`src/rtl/basys3_score_display_ctrl.sv`:
```
`default_nettype none
// ============================================================================
// Module      : basys3_score_display_ctrl
// Description : Converts a binary game score into four BCD digits with a
//               serial double-dabble engine (one bit per clock), saturates at
//               9999, applies leading-zero blanking and presents registered
//               digits and enables to the seven-segment driver.
//               Optional blink support is compiled in with DISP_BLINK_EN.
// Revision    : 1.0 - initial release
// ============================================================================
module basys3_score_display_ctrl #(
    parameter int SCORE_W   = 14,
    parameter int BLINK_DIV = 250
) (
    input  logic               clk_i,
    input  logic               rst_i,
    input  logic [SCORE_W-1:0] score_i,
    input  logic               score_valid_i,
    input  logic               blank_i,
    input  logic               blink_i,
    output logic               busy_o,
    output logic               done_o,
    output logic [3:0]         digit0_o,
    output logic [3:0]         digit1_o,
    output logic [3:0]         digit2_o,
    output logic [3:0]         digit3_o,
    output logic               digit0_en_o,
    output logic               digit1_en_o,
    output logic               digit2_en_o,
    output logic               digit3_en_o
);

    localparam int                 c_cnt_w    = (SCORE_W > 1) ? $clog2(SCORE_W) : 1;
    localparam logic [c_cnt_w-1:0] c_cnt_load = c_cnt_w'(SCORE_W - 1);
    localparam logic [31:0]        c_sat_max  = 32'd9999;

    localparam logic [1:0] c_st_idle  = 2'd0;
    localparam logic [1:0] c_st_shift = 2'd1;
    localparam logic [1:0] c_st_done  = 2'd2;

    logic [1:0]         r_state;
    logic [SCORE_W-1:0] r_bin;
    logic [15:0]        r_bcd;
    logic [c_cnt_w-1:0] r_cnt;
    logic               r_pend;
    logic [SCORE_W-1:0] r_pend_val;
    logic               r_busy;
    logic               r_done;
    logic [15:0]        r_digits;
    logic [3:0]         r_lz_en;
    logic [3:0]         r_en;

    logic [SCORE_W-1:0] w_score_sat;
    logic [15:0]        w_bcd_adj;
    logic [3:0]         w_lz_new;
    logic [3:0]         w_lz_sel;
    logic               w_show;

    // Clamp the incoming score to the four-digit range; a narrow score never trips this.
    always_comb begin
        w_score_sat = score_i;
        if (32'(score_i) > c_sat_max) begin
            w_score_sat = c_sat_max[SCORE_W-1:0];
        end
    end

    // Double-dabble correction: add 3 to every nibble of 5 or more before the shift.
    always_comb begin
        w_bcd_adj = r_bcd;
        for (int i = 0; i < 4; i++) begin
            if (r_bcd[i*4 +: 4] >= 4'd5) begin
                w_bcd_adj[i*4 +: 4] = r_bcd[i*4 +: 4] + 4'd3;
            end
        end
    end

    // Leading-zero blanking from the finished conversion; the enable set
    // switches in the same edge the digits are published.
    always_comb begin
        w_lz_new[3] = |r_bcd[15:12];
        w_lz_new[2] = |r_bcd[15:8];
        w_lz_new[1] = |r_bcd[15:4];
        w_lz_new[0] = 1'b1;
        w_lz_sel    = (r_state == c_st_done) ? w_lz_new : r_lz_en;
    end

`ifdef DISP_BLINK_EN
    localparam int                   c_blink_w    = (BLINK_DIV > 1) ? $clog2(BLINK_DIV) : 1;
    localparam logic [c_blink_w-1:0] c_blink_last = c_blink_w'(BLINK_DIV - 1);

    logic [c_blink_w-1:0] r_blink_cnt;
    logic                 r_blink_on;

    // Blink phase generator; idles in the "on" phase while no blink is requested.
    always_ff @(posedge clk_i or posedge rst_i) begin
        if (rst_i) begin
            r_blink_cnt <= '0;
            r_blink_on  <= 1'b1;
        end else if (!blink_i) begin
            r_blink_cnt <= '0;
            r_blink_on  <= 1'b1;
        end else if (r_blink_cnt == c_blink_last) begin
            r_blink_cnt <= '0;
            r_blink_on  <= ~r_blink_on;
        end else begin
            r_blink_cnt <= r_blink_cnt + 1'b1;
        end
    end

    assign w_show = ~blank_i & ~(blink_i & ~r_blink_on);
`else
    logic w_unused;
    assign w_unused = &{1'b0, blink_i, BLINK_DIV[0]};
    assign w_show   = ~blank_i;
`endif

    // Conversion sequencer: capture, serial shift, publish, chain the pending value.
    always_ff @(posedge clk_i or posedge rst_i) begin
        if (rst_i) begin
            r_state    <= c_st_idle;
            r_bin      <= '0;
            r_bcd      <= '0;
            r_cnt      <= '0;
            r_pend     <= 1'b0;
            r_pend_val <= '0;
            r_busy     <= 1'b0;
            r_done     <= 1'b0;
            r_digits   <= '0;
            r_lz_en    <= 4'b0001;
        end else begin
            r_done <= 1'b0;
            case (r_state)
                c_st_idle: begin
                    if (score_valid_i) begin
                        r_bin   <= w_score_sat;
                        r_bcd   <= '0;
                        r_cnt   <= c_cnt_load;
                        r_busy  <= 1'b1;
                        r_state <= c_st_shift;
                    end
                end
                c_st_shift: begin
                    r_bcd <= {w_bcd_adj[14:0], r_bin[SCORE_W-1]};
                    r_bin <= r_bin << 1;
                    if (r_cnt == '0) begin
                        r_state <= c_st_done;
                    end else begin
                        r_cnt <= r_cnt - 1'b1;
                    end
                    // Newest request wins; the running conversion is untouched.
                    if (score_valid_i) begin
                        r_pend     <= 1'b1;
                        r_pend_val <= w_score_sat;
                    end
                end
                c_st_done: begin
                    r_digits <= r_bcd;
                    r_lz_en  <= w_lz_new;
                    r_done   <= 1'b1;
                    // A strobe landing on this edge is newer than anything
                    // pending, so it supersedes the pending value directly.
                    if (score_valid_i || r_pend) begin
                        r_bin   <= score_valid_i ? w_score_sat : r_pend_val;
                        r_bcd   <= '0;
                        r_cnt   <= c_cnt_load;
                        r_pend  <= 1'b0;
                        r_state <= c_st_shift;
                    end else begin
                        r_busy  <= 1'b0;
                        r_state <= c_st_idle;
                    end
                end
                default: begin
                    r_state <= c_st_idle;
                    r_busy  <= 1'b0;
                end
            endcase
        end
    end

    // Final enables: blanking pattern gated by blank (and blink), registered.
    always_ff @(posedge clk_i or posedge rst_i) begin
        if (rst_i) begin
            r_en <= 4'b0001;
        end else begin
            r_en <= w_lz_sel & {4{w_show}};
        end
    end

    assign busy_o      = r_busy;
    assign done_o      = r_done;
    assign digit0_o    = r_digits[3:0];
    assign digit1_o    = r_digits[7:4];
    assign digit2_o    = r_digits[11:8];
    assign digit3_o    = r_digits[15:12];
    assign digit0_en_o = r_en[0];
    assign digit1_en_o = r_en[1];
    assign digit2_en_o = r_en[2];
    assign digit3_en_o = r_en[3];

endmodule
`default_nettype wire
```
`config.mk`:
```
export PLATFORM = sky130hd
export DESIGN_NAME = basys3_score_display_ctrl
export DESIGN_NICKNAME = d
export VERILOG_FILES = /design/src/rtl/basys3_score_display_ctrl.sv
export SDC_FILE = /design/constraint.sdc
export NUM_CORES = 1
export LEC_CHECK = 0
export ABC_CLOCK_PERIOD_IN_PS = 7360
export CAP_MARGIN = 20
export CORE_ASPECT_RATIO = 1.5
export CORE_UTILIZATION = 43
export CTS_BUF_LIST = sky130_fd_sc_hd__clkbuf_8
export DETAILED_ROUTE_END_ITERATION = 16
export SYNTH_ARGS = -nofsm -noshare
export SYNTH_HDL_FRONTEND = slang
export SYNTH_SLANG_ARGS = --single-unit
```
`constraint.sdc`:
```
create_clock -name clk_i -period 7.36 [get_ports clk_i]
set_input_delay 1.472 -clock clk_i [delete_from_list [all_inputs] [get_ports clk_i]]
set_output_delay 1.472 -clock clk_i [all_outputs]
set_load 0.03 [all_outputs]
```
* Yosys cells after proc, flatten, opt, wreduce, memory -nomap -nowiden *
Cells that the tools add are included.

word-level totals
  register bits after elaboration = 77
  latch bits = 0
  RAM bits = 0
  bits in read-only memories = 0
  input port bits = 19
  output and inout port bits = 22
  word-level logic and storage cells = 72
  memories = 0

cells by class
  add/subtract/negate cells = 5
  $mul = 0
  divide/modulo/power cells = 0
  $lt $le $gt $ge = 5
  equality and inequality tests = 8
  shift-type cells = 0
  multiplexer cells = 27
  bitwise operators = 3
  reductions and logical operators = 13

operator list
  kind                                                 count
  2-to-1 mux 14 bit                                    4
  case mux 16 bit (3 select lines)                     1
  case mux 14 bit (3 select lines)                     1
  2-to-1 mux 16 bit                                    2
  2-to-1 mux 4 bit                                     7
  >= comparator 4 x 3 -> 1 bit, second input constant  4
  > comparator 14 bit, second input constant           1
  adder 4 x 2 -> 4 bit, second input constant          3
  case mux 4 bit (3 select lines)                      1
  OR reduction 12 bit                                  1
  inequality test 2 bit, second input constant         5
  AND reduction 3 bit                                  3
  OR reduction 8 bit                                   1
  case mux 2 bit (3 select lines)                      1
  2-to-1 mux 1 bit                                     5
  AND 4 bit                                            1
  logical NOT 4 bit                                    1
  2-to-1 mux 2 bit                                     2
  AND reduction 4 bit                                  1
  OR reduction 4 bit                                   1
  subtractor 4 x 1 -> 4 bit, second input constant     1
  adder 3 x 2 -> 3 bit, second input constant          1
  2-to-1 mux 3 bit                                     1
  case mux 1 bit (3 select lines)                      1
  10 further kinds                                     11

* Logic depth before layout (Yosys ltp) *
  depth after elaboration = 5
  depth in mapped cells = 8
  depth with buffers taken out = 6

* Worst setup path before layout *
Ideal clock, no wire load.

  kind = input-to-reg
  start point = input port score_i[12]
  end point = register r_bin[1]
  setup time = 0.129 ns
  data arrival time = 2.333 ns
  required time = 7.231 ns
  setup slack = 4.899 ns
  stages = 4
  buffers on the path = 0
  cells stage by stage = o21ai_0 -> o21ai_1 -> o21ai_0 -> a21oi_1

between the ends
  longest elaborated chain between the ends = 5
  elaborated cells on any way between the ends = 6
  classes of those cells = 1 x order compare; 5 x mux

ends and longest elaborated chain
  item                                  RTL line  source
  start: declaration                    17        input logic [SCORE_W-1:0] score_i,
  > comparator 14 bit (*)               62        if (32'(score_i) > c_sat_max) begin
  2-to-1 mux 14 bit (*)                 62
  2-to-1 mux 14 bit                     134       if (score_valid_i) begin
  2-to-1 mux 14 bit                     162       if (score_valid_i || r_pend) begin
  case mux 14 bit (3 select lines) (*)  132       case (r_state)
  end signal: assignment                135       r_bin <= w_score_sat;
  end signal: assignment                144       r_bin <= r_bin << 1;
  end signal: assignment                163       r_bin <= score_valid_i ? w_score_sat : r_pend_val;
  end: declaration                      42        logic [SCORE_W-1:0] r_bin;

Mark *: on every way between the ends. The rest lies on a longest branch, timed or not. The select of a mux whose other input is x is not followed.
A chain may end at the register's enable or synchronous reset.

* Worst setup path after layout *
  start point = input port score_valid_i
  end point = register r_cnt[0]

between the ends
  longest elaborated chain between the ends = 3
  elaborated cells on any way between the ends = 4
  classes of those cells = 2 x eq/ne; 2 x reduce/logical

ends and longest elaborated chain
  item                                      RTL line  source
  start: declaration                        18        input logic score_valid_i,
  logical OR 1 bit                          162
  inequality test 2 x 1 -> 1 bit (no line)  n/a
  AND reduction 4 bit (no line) (*)         n/a
  end signal: assignment                    137       r_cnt <= c_cnt_load;
  end signal: assignment                    148       r_cnt <= r_cnt - 1'b1;
  end signal: assignment                    165       r_cnt <= c_cnt_load;
  end: declaration                          44        logic [c_cnt_w-1:0] r_cnt;

Mark *: on every way between the ends. The rest lies on a longest branch, timed or not.

==> impl_metrics.py <==
metrics = {
    "setup_path": {
        "reg2reg_to": "r_cnt[0]$_DFFE_PP0P_",
        "setup.worst_path.class": "input port to flip-flop",
        "r2r_start": "r_state[1]$_DFFE_PP0P_",
        "path_cells": "clkdlybuf4s50_1, nor2b_1, or3_1, nor3_1, a311oi_1",
        "startpoint_type": "input port",
        "rrSetupSlack_ps": 4980,
        "endpoint_kind": "flip-flop",
        "worstPathRequired_ps": 7610,
        "crit_arrival_ps": 3820,
        "reg2reg_depth": 6,
        "crit_fanout": 29,
        "cp_slowest_cell": "or3_1",
        "slowest_delay_ps": 840,
    },
    "min_path": {
        "worstHoldStart": "r_lz_en[2]$_DFF_PP0_",
        "hold-path-endpoint": "r_lz_en[2]$_DFF_PP0_",
        "hold_path_depth": 1,
        "hold_class": "flip-flop to flip-flop",
    },
    "placed_design": {
        "dp.cells": 497,
        "finalWeightedCongestion": 0.8095,
        "post_dp_cell_area_um2": 4222,
        "dp_hpwl_mm": 4.768,
        "io_buffers": 39,
    },
    "yosys": {
        "syn_inst": 364,
        "synth_fp_nets": 399,
        "synth-main-ff-cell": "dfrtp_1",
        "syn_area_per_cell_um2": 10.28,
        "async_flop_share": 1.000,
        "synth_enable_flop_cells": 0,
        "synth_warnings": 0,
        "syn-cell-area_um2": 3741,
        "synth_cell_types": 46,
        "yosysSeqAreaShare": 0.5157,
        "ys_ff_latch": 77,
    },
    "grt": {
        "grt_first_pass_wirelength_mm": 12.61,
        "use_met3": 0.04531,
        "met2_usage": 0.3211,
        "grt.overflow.total": 0,
        "grt.met1_usage": 0.1979,
        "busiest_layer": "met2",
        "grt_max_degree": 78,
        "grt_pass1_vias": 2751,
        "grt.total_usage": 0.1783,
        "antenna_found_initial": 0,
    },
    "timing": {
        "finalClockSkew_ps": 7.396,
        "rsz0062_at_grt": "no",
        "tns_ps": 0,
        "timing.fmax_mhz": 280.3,
        "setup_viol": 0,
        "tightest_slew_ps": 1011,
        "relSlewSlack": 0.3259,
        "hold_viol_final": 0,
        "finalCriticalPeriod_ps": 3567,
        "min_period_over_period": 0.4847,
        "slew_violations": 0,
    },
    "routing": {
        "via_per_inst": 5.353,
        "ant_nets": 0,
        "routed_wl_mm": 7.294,
        "drt_iter0_markers": 141,
        "vias": 2746,
        "drc": 0,
        "drtPass1Iterations": 4,
        "wl_per_cell_um": 14.22,
    },
    "power_and_ir_drop": {
        "p_per_area_nw_per_um2": 296.9,
        "power.total_mw": 1.310,
        "p_leak_nw": 1.933,
        "ir_worst_vdd_uv": 165.1,
    },
    "floorplan": {
        "io_pins": 41,
        "die_w_um": 78.16,
        "die_h_um": 116.2,
        "initial_core_util": 0.4447,
        "core-area_um2": 8413,
        "die-area_um2": 9085,
        "num_rows": 41,
    },
    "cts": {
        "clock_sinks": 77,
        "clock_latency_ps": 350,
        "hold_buffers": 0,
        "cts_root_buffer": "clkbuf_8",
        "cts_buffers": 9,
        "path_clk_slew_ps": 80,
        "ctsResizeCount": 0,
        "post_cts_buffers": 0,
        "h-tree-depth": 3,
        "cts_tree": "yes",
        "clockBufferDepth": 2,
    },
    "finish": {
        "final_area_um2": 4414,
        "drive_gt1_frac": 0.1305,
        "stdcell_count": 513,
        "n_antenna_cell": 0,
        "final_net_count": 436,
        "fin_util": 0.5247,
        "area_growth_pct": 17.99,
    },
    "run": {
        "max_cap_violations": 0,
    },
    "outcome": {
        "outcome": "completed",
    },
}
-- cell usage in the layout, fill, tap and decap left out, types with 2 or more instances in the layout --
master / instances
nor3b_1: 5
nand2b_1: 8
clkbuf_8: 10
xnor2_1: 4
buf_4: 4
a21o_1: 5
nand2_1: 40
clkinv_2: 2
dfrtp_1: 75
a221oi_1: 5
a31oi_1: 5
nor2_1: 29
a222oi_1: 4
or3_1: 2
ha_1: 16
o21a_1: 3
o32a_1: 2
a31o_2: 4
nor2b_1: 6
dfstp_2: 2
nand3_1: 8
clkdlybuf4s50_1: 39
o311ai_0: 4
inv_1: 17
mux2i_1: 3
o22ai_1: 3
a21oi_1: 15
o21ai_0: 39
nand4_1: 5
mux2_2: 22
nor3_1: 2
-- cell usage after synthesis (2+ instances only) --
library cell / n / area, um^2
a221oi_1: 5 / 43.79
a21oi_1: 15 / 75.07
a222oi_1: 4 / 40.04
o311ai_0: 4 / 35.03
nand2b_1: 8 / 50.05
nor2_1: 29 / 108.9
xnor2_1: 4 / 35.03
nor3_1: 2 / 10.01
mux2i_1: 3 / 30.03
or3_1: 2 / 12.51
o22ai_1: 3 / 18.77
buf_1: 3 / 11.26
clkbuf_1: 8 / 30.03
inv_1: 16 / 60.06
buf_2: 5 / 25.02
dfstp_2: 2 / 52.55
nand4_1: 5 / 31.28
mux2_2: 22 / 247.7
ha_1: 16 / 200.2
nor3b_1: 5 / 37.54
o21a_1: 3 / 22.52
dfrtp_1: 75 / 1877
a21o_1: 5 / 37.54
nand3_1: 8 / 40.04
nand2_1: 40 / 150.1
o32a_1: 2 / 20.02
a31oi_1: 5 / 31.28
nor2b_1: 6 / 37.54
o21ai_0: 39 / 195.2
a31o_2: 4 / 35.03
-- per-stage QoR --
step                      hold slack [ps]  setup WS [ps]
after detailed placement            463.1           3401
after CTS                           481.3           3785
final                               479.2           3793
after global placement              455.7           3417
after floorplan                     442.0           3925
after global routing                491.9           3570
-- flip-flops by register name, summed over array words and instances (netlist names) --
register,cells
r_state,2
done_o,1
r_cnt,4
r_pend,1
r_digits,16
r_pend_val,14
r_bcd,16
r_bin,14
r_lz_en,4
r_en,4
busy_o,1
-- cell families (layout without fill, tap and decap cells) --
group / count (synthesis) / after routing / synth area share
AND/OR/NAND/NOR: 113 / 113 / 0.1465
AO/OA/AOI/OAI: 96 / 96 / 0.1649
flip-flops: 77 / 77 / 0.5157
buffers and inverters: 33 / 75 / 0.03579
multiplexers: 25 / 25 / 0.07425
adder cells (fa/ha/maj): 16 / 16 / 0.05351
XOR/XNOR: 4 / 4 / 0.009364
-- layer usage --
metal | vias to the layer above | wire (um)
met1 | 1329 | 3126
met3 | 12 | 173
met5 | - | 0
met2 | 48 | 3823
li1 | 1357 | -
met4 | 0 | 170
-- where the power goes --
group	total [mW]	internal (mW)	switching [mW]
registers	0.601	0.534	0.0668
clock network	0.313	0.162	0.150
logic	0.397	0.163	0.234
-- worst max path at each step --
| stage | from | end | slack (ps) |
|---|---|---|---|
| 6_report | score_valid_i | r_cnt[0]$_DFFE_PP0P_ | 3790 |
| 5_1_grt | score_valid_i | r_cnt[0]$_DFFE_PP0P_ | 3570 |
| 4_1_cts | score_valid_i | r_cnt[0]$_DFFE_PP0P_ | 3780 |
| 3_5_place_dp | score_valid_i | r_cnt[0]$_DFFE_PP0P_ | 3400 |
| 3_3_place_gp | score_valid_i | r_bin[10]$_DFFE_PP0P_ | 3420 |
| 2_1_floorplan | rst_i | busy_o$_DFFE_PP0P_ | 3920 |
-- critical path, delay by kind of cell --
| family | cells | cell delay, ps |
|---|---|---|
| and+or+nand+nor | 3 | 1430 |
| AOI/OAI and AO/OA | 1 | 230 |
| buffers and inverters | 1 | 690 |
-- cell type report --
type / count / area, um^2
fillers: 814 / 3999
flip-flops and latches: 77 / 1929
multi-input cells: 254 / 1678
repair buffers: 43 / 420.4
clock buffers: 10 / 137.6
well taps: 107 / 133.9
inverters: 16 / 60.06
clock inverters: 6 / 55.05
(Power assumes the default switching activity.)
